File: src/rtl/uart_tx.sv
// UART transmitter: one byte per valid/ready handshake, sent as an 8-bit LSB-first frame
// (start bit, data bits, optional parity bit, one or two stop bits). The serial line is registered.
module uart_tx #(
  parameter int CLK_FREQ  = 50_000_000,
  parameter int BAUD      = 115200,
  parameter int PARITY    = 0,   // 0 none, 1 odd, 2 even
  parameter int STOP_BITS = 1
) (
  input  logic       clk,
  input  logic       rst_n,
  input  logic [7:0] tx_data,
  input  logic       tx_valid,
  output logic       tx_ready,
  output logic       tx,
  output logic       tx_busy,
  output logic       tx_done
);

  localparam int CPB = CLK_FREQ / BAUD;
  localparam int CW  = (CPB < 2) ? 1 : $clog2(CPB);
  localparam logic [CW-1:0] BIT_LAST  = CW'(CPB - 1);
  localparam logic [CW-1:0] DONE_AT   = CW'(CPB - 2);
  localparam logic [2:0]    STOP_LAST = 3'(STOP_BITS - 1);

  if (CPB < 2) begin : g_cpb_check
    $error("uart_tx: CLK_FREQ/BAUD must be at least 2");
  end
  if (STOP_BITS < 1 || STOP_BITS > 2) begin : g_stop_check
    $error("uart_tx: STOP_BITS must be 1 or 2");
  end

  typedef enum logic [2:0] {S_IDLE, S_START, S_DATA, S_PARITY, S_STOP} state_t;

  state_t        state;
  logic [CW-1:0] baud_cnt;
  logic [2:0]    bit_idx;
  logic [7:0]    shift;
  logic          par_bit;
  logic          bit_end;

  assign bit_end  = (baud_cnt == BIT_LAST);
  assign tx_ready = (state == S_IDLE);
  assign tx_busy  = (state != S_IDLE);

  // NOTE: all state updates use non-blocking assignments, so every branch below reads
  // the values from before the edge, and a reset with rst_n low takes precedence over the handshake.
  always_ff @(posedge clk) begin
    if (!rst_n) begin
      state    <= S_IDLE;
      tx       <= 1'b1;
      tx_done  <= 1'b0;
      baud_cnt <= '0;
      bit_idx  <= '0;
      shift    <= '0;
      par_bit  <= 1'b0;
    end else begin
      tx_done <= 1'b0;
      if (state == S_IDLE || bit_end) baud_cnt <= '0;
      else                            baud_cnt <= baud_cnt + 1'b1;

      case (state)
        S_IDLE: begin
          tx      <= 1'b1;
          bit_idx <= '0;
          if (tx_valid) begin
            shift   <= tx_data;
            // Parity comes from the whole byte, so compute it before the shifts consume the byte.
            par_bit <= (PARITY == 1) ? ~^tx_data : ^tx_data;
            tx      <= 1'b0;
            state   <= S_START;
          end
        end

        S_START: begin
          if (bit_end) begin
            tx      <= shift[0];
            bit_idx <= '0;
            state   <= S_DATA;
          end
        end

        S_DATA: begin
          if (bit_end) begin
            if (bit_idx == 3'd7) begin
              bit_idx <= '0;
              if (PARITY != 0) begin
                tx    <= par_bit;
                state <= S_PARITY;
              end else begin
                tx    <= 1'b1;
                state <= S_STOP;
              end
            end else begin
              bit_idx <= bit_idx + 3'd1;
              shift   <= shift >> 1;
              tx      <= shift[1];
            end
          end
        end

        S_PARITY: begin
          if (bit_end) begin
            tx      <= 1'b1;
            bit_idx <= '0;
            state   <= S_STOP;
          end
        end

        S_STOP: begin
          tx <= 1'b1;
          // Raise tx_done one cycle early so that the registered pulse lines up with the final stop cycle.
          if (bit_idx == STOP_LAST && baud_cnt == DONE_AT) tx_done <= 1'b1;
          if (bit_end) begin
            if (bit_idx == STOP_LAST) state <= S_IDLE;
            else                      bit_idx <= bit_idx + 3'd1;
          end
        end

        default: state <= S_IDLE;
      endcase
    end
  end

endmodule

File: config.mk
export PLATFORM = sky130hd
export DESIGN_NAME = uart_tx
export DESIGN_NICKNAME = d
export VERILOG_FILES = /design/src/rtl/uart_tx.sv
export SDC_FILE = /design/constraint.sdc
export NUM_CORES = 1
export LEC_CHECK = 0
export ABC_CLOCK_PERIOD_IN_PS = 1600
export CORE_MARGIN = 4
export CORE_UTILIZATION = 49
export CTS_CLUSTER_SIZE = 30
export DETAILED_ROUTE_END_ITERATION = 10
export PLACE_DENSITY = 0.74
export SETUP_SLACK_MARGIN = 0.15
export SLEW_MARGIN = 40
export SYNTH_ARGS = -nofsm -noshare
export SYNTH_HDL_FRONTEND = slang
export SYNTH_SLANG_ARGS = --single-unit
File: constraint.sdc
create_clock -name clk -period 1.6 [get_ports clk]
set_input_delay 0.32 -clock clk [delete_from_list [all_inputs] [get_ports clk]]
set_output_delay 0.32 -clock clk [all_outputs]
set_load 0.02 [all_outputs]
==> flow_summary.ini, run 1 <==
[timing]
slew_headroom = 0.7526
fin_crit_sh = 0.9754
fmax_mhz = 640.8
setup_ws_ns = 0.03942
whs_ns = 0.4696
skew_ns = 0.002018
slew_viol_final = 0
setup_viol = 0
rsz0062_at_grt = yes
fin_crit_ns = 1.561
tightest_slew_ns = 0.3660
hold_viol = 0

[yosys]
synthFlopType = dfxtp_1
netlist_area_um2 = 1306
synthArstFlopShare = 0
synth_cells = 145
synth-edff-count = 0
ys_seq_area_frac = 0.3831
synth_warnings = 0
ys_ff_latch = 25
netlist-cell-type-count = 38
synthesis.nets = 162
synth.avg_cell_area_um2 = 9.009

[route]
antenna_left = 0
dr.pass1.iters = 4
drc_errors = 0
vias = 1173
wire_per_inst_um = 13.78
drt_iter0_markers = 39
viasPerCell = 5.667
finalWirelength_um = 2852

[clocking]
tritoncts = yes
cts_buffer_depth = 2
cts_sinks = 25
h-tree-depth = 1
ctsRootBufferMaster = clkbuf_4
clk_latency_ns = 0.31
holdBufCountCts = 0
clkTransAtPathRegs_ns = 0.14
cts_buffers = 3

[cells_and_area]
final_nets = 195
drive_gt1_frac = 0.3220
insertedDiodeCount = 0
syn_to_final_growth_pct = 36.78
fin_area_um2 = 1787

[place]
dpl_cell_area_um2 = 1622
numPortBuffers = 14
detailedPlace.worstSlack_ns = -0.1475
gp_congestion = 0.8061
hpwl_um = 2004

[global_route]
grtUsageMet1 = 0.2098
gr-total-overflow = 0
grt_pass1_vias = 1198
antenna_found_initial = 0
use_met3 = 0.04575
gr-usage-met2 = 0.3136
grt_pass1_wl_um = 4933
grt_max_degree = 18
gr-max-usage-layer = met2
track_usage = 0.1761

[worst_setup_path]
r2r_slack_ns = 0.04
r2r_end = shift[0]
worstPathMaxFanout = 6
required_ns = 1.83
critPathCaptureType = flop
startpoint_type = flop
rr_worst_depth = 7
arrival_ns = 1.79
r2r-start = bit_idx[0]
startpoint = bit_idx[0]
criticalPathCategory = reg2reg

[run_status]
status = completed

[pwr]
ir_drop_mv = 0.6286
power_density_nw_per_um2 = 642.7
finalPower_mw = 1.148
p_leak_nw = 0.7470

[floorplanning]
core_area_um2 = 2500
die_w_um = 59.63
initial_core_util = 0.5225
design.die.area_um2 = 3556
rows = 18
fp.dieH_um = 59.63
io_pins = 15

[worst_hold_path]
min_to = shift[7]
worstHoldStart = shift[7]
min_path_type = reg2reg
holdPathStages = 2

[job]
max_cap_viol_count = 0
## layout by cell type, fill, tap and decap left out, drive strengths merged, types with 4 or more instances in the layout
cell           netlist  final
nand2               15     15
clkdlybuf4s50        0     10
buf                  2     24
nor2                15     15
nand3                7      7
ha                   6      6
mux2i                9      9
nand2b               5      5
xor2                 5      5
o21ai                4      4
inv                  6      6
o211a                8      8
dfxtp               25     25
## synthesized netlist by cell type, types with 4 or more instances
master	instances	area (µm²)
clkbuf_1	5	18.77
dfxtp_1	25	500.5
ha_1	6	75.07
inv_1	6	22.52
mux2i_1	9	90.09
nand2_1	15	56.30
nand2b_1	5	31.28
nand3_1	6	30.03
nor2_1	15	56.30
o211a_1	8	80.08
o21ai_0	4	20.02
xor2_1	5	43.79
## critical path, stage by stage (launching register included)
cell	delay, ns
dfxtp_2	0.36
ha_4	0.16
ha_4	0.17
nor4b_4	0.20
a41o_1	0.26
buf_6	0.15
nand2_2	0.05
o211a_1	0.12
## sequential cells by signal, summed over array words and instances (netlist names)
signal,flops
shift,8
tx,1
tx_done,1
baud_cnt,9
bit_idx,3
state,3
## how the worst max path moves through the flow
stage	slack, ns	endpoint
finish	0.04	shift[0]
global route	-0.03	shift[0]
CTS	0.02	tx_ready
detailed placement	-0.15	shift[6]
global placement	-0.13	shift[4]
floorplan	0.10	shift[5]
## routing by layer
layer | wire, µm | up-vias
li1 | - | 570
met1 | 1234 | 573
met2 | 1474 | 24
met3 | 98 | 6
met4 | 44 | 0
met5 | 0 | -
## repair_timing
item | in CTS | in global routing
endpoints found under the setup margin | 16 | 26
buffers inserted | 2 | 1
gates resized for setup | 21 | 27
gates cloned | 0 | 1
pin swaps | 4 | 6
endpoints found under the hold margin | 0 | 0
## stage by stage
step | utilization | TNS (ns) | instances
floorplan | - | 0 | 145
global placement | 0.6486 | -0.9272 | 199
detailed placement | 0.6486 | -1.075 | 199
CTS | 0.6742 | 0 | 205
global route | 0.7147 | -0.1340 | 207
finish | 0.7147 | 0 | 207
## area by class of cell
class                           instances  area, µm²
Clock inverter                          1      5.005
Inverter                                6      22.52
Multi-Input combinational cell        106      869.6
Fill cell                             198      713.2
Tap cell                               30      37.54
Timing Repair Buffer                   36      321.6
Sequential cell                        25      508.0
Clock buffer                            3      22.52
## report_power, final
part | internal (mW) | total (mW) | switching (mW)
registers | 0.647 | 0.659 | 0.0129
clock network | 0.0934 | 0.283 | 0.189
logic | 0.108 | 0.206 | 0.0979
total | 0.848 | 1.15 | 0.300
## kinds of logic after synthesis
| group | count (synthesis) | synth area share |
|---|---|---|
| AND/OR/NAND/NOR | 59 | 0.2500 |
| flip-flops | 25 | 0.3831 |
| adder cells (fa/ha/maj) | 6 | 0.05747 |
| multiplexers | 9 | 0.06897 |
| AO/OA/AOI/OAI | 25 | 0.1485 |
| XOR/XNOR | 7 | 0.04694 |
| buffers and inverters | 14 | 0.04501 |
Note: power is estimated with default switching activity, not from simulation.
==> run 2, diff against run 1 <==
- MAX_ROUTING_LAYER: unset -> met4
==> run 2 against run 1 <==
Net effect:
- clock power barely moved
- wire length did not move
- register-to-register slack barely moved
- largest cell class unchanged
- final cell count did not move
==> flow_summary.ini, run 2 (synthesized netlist as in run 1, its figures left out) <==
[cells_and_area]
drive_gt1_frac = 0.3220
largest_registers = baud_cnt (9), shift (8)
layout_commonest_cell = dfxtp_1
syn_to_final_growth_pct = 36.78
largest_register_ffs = 9
regMostFlops = baud_cnt
layout_common_cells = dfxtp_1, buf_4, nor2_1
insertedDiodeCount = 0
fillCellCount = 198
seq_area_um2 = 508.0
fin_area_um2 = 1787
final_nets = 195
multi_input_area_um2 = 869.6

[worst_setup_path]
arrival_ns = 1.79
worstPathMaxFanout = 6
critPathCaptureType = flop
rr_worst_depth = 7
criticalPathCategory = reg2reg
r2r_slack_ns = 0.04
startpoint_type = flop
r2r_end = shift[0]
required_ns = 1.83
r2r-start = bit_idx[0]

[route]
antenna_left = 0
viasPerCell = 5.667
wire_per_inst_um = 13.78
drc_errors = 0
vias = 1173
finalWirelength_um = 2852
drt_iter0_markers = 39
dr.pass1.iters = 4

[global_route]
gr-total-overflow = 0
antenna_found_initial = 0
grt_pass1_vias = 1198
track_usage = 0.1812
grt_pass1_wl_um = 4933
grt_max_degree = 18

[job]
max_cap_viol_count = 0

[floorplanning]
io_pins = 15
fp.dieH_um = 59.63
die_w_um = 59.63
initial_core_util = 0.5225
design.die.area_um2 = 3556
rows = 18
core_area_um2 = 2500

[timing]
hold_viol = 0
tightest_slew_ns = 0.3660
slew_headroom = 0.7526
slew_viol_final = 0
setup_viol = 0
fin_tns_setup_ns = 0
setup_ws_ns = 0.03942
fin_crit_sh = 0.9754
fmax_mhz = 640.8
rsz0062_at_grt = yes
skew_ns = 0.002018
fin_crit_ns = 1.561

[clocking]
ctsRootBufferMaster = clkbuf_4
holdBufCountCts = 0
cts_sinks = 25
clk_latency_ns = 0.31
tritoncts = yes
clkTransAtPathRegs_ns = 0.14
cts_buffer_depth = 2
cts_buffers = 3
h-tree-depth = 1

[place]
hpwl_um = 2004
detailedPlace.worstSlack_ns = -0.1475
numPortBuffers = 14
dpl_cell_area_um2 = 1622
gp_congestion = 0.8178

[pwr]
p_leak_nw = 0.7470
ir_drop_mv = 0.6286
power_density_nw_per_um2 = 642.7

[worst_hold_path]
min_to = shift[7]
worstHoldStart = shift[7]
min_path_type = reg2reg
holdPathStages = 2

[run_status]
status = completed
-- run 2: report_power, final --
group	switching, mW	internal, mW	total, mW
clock	0.189	0.0934	0.283
sequential	0.0129	0.647	0.659
combinational	0.0979	0.108	0.206
-- run 2: layer usage --
metal | wire length [µm] | up-vias | GRT usage
met5 | 0 | - | -
met3 | 92 | 6 | 0.04357
met1 | 1240 | 573 | 0.2112
li1 | - | 570 | -
met4 | 44 | 0 | 0.04114
met2 | 1474 | 24 | 0.3136
-- run 2: metrics by stage --
step	power [mW]	hold slack, ns	util	cells
floorplan	0.7689	0.4356	-	145
global placement	0.8438	0.4531	0.6486	199
detailed placement	0.8490	0.4619	0.6486	199
CTS	1.133	0.4864	0.6742	205
global route	1.214	0.5057	0.7147	207
finish	1.148	0.4696	0.7147	207
-- run 2: worst max-delay path by stage --
stage / cells past startpoint / end / from
detailed placement: 6 / shift[6] / tx_valid
CTS: 3 / tx_ready / state[1]
global route: 7 / shift[0] / bit_idx[0]
finish: 7 / shift[0] / bit_idx[0]
floorplan: 7 / shift[5] / bit_idx[0]
global placement: 6 / shift[4] / tx_valid
-- run 2: what timing repair did --
action	CTS	global route
pin swaps	4	6
hold endpoints to repair	0	0
gates resized for setup	21	27
cloned	0	1
endpoints found under the setup margin	16	26
buffers inserted	2	1
-- run 2: final cells by class --
type                       count  share of cell area
clock buffer                   3             0.01261
clock inverter                 1            0.002801
inverter                       6             0.01261
multi-input combinational    106              0.4867
sequential                    25              0.2843
tap                           30             0.02101
timing repair buffer          36              0.1800
-- run 2: critical path, stage by stage (launching register included) --
cell and delay [ns]:
dfxtp_2 0.36, ha_4 0.16, ha_4 0.17, nor4b_4 0.20
a41o_1 0.26, buf_6 0.15, nand2_2 0.05, o211a_1 0.12
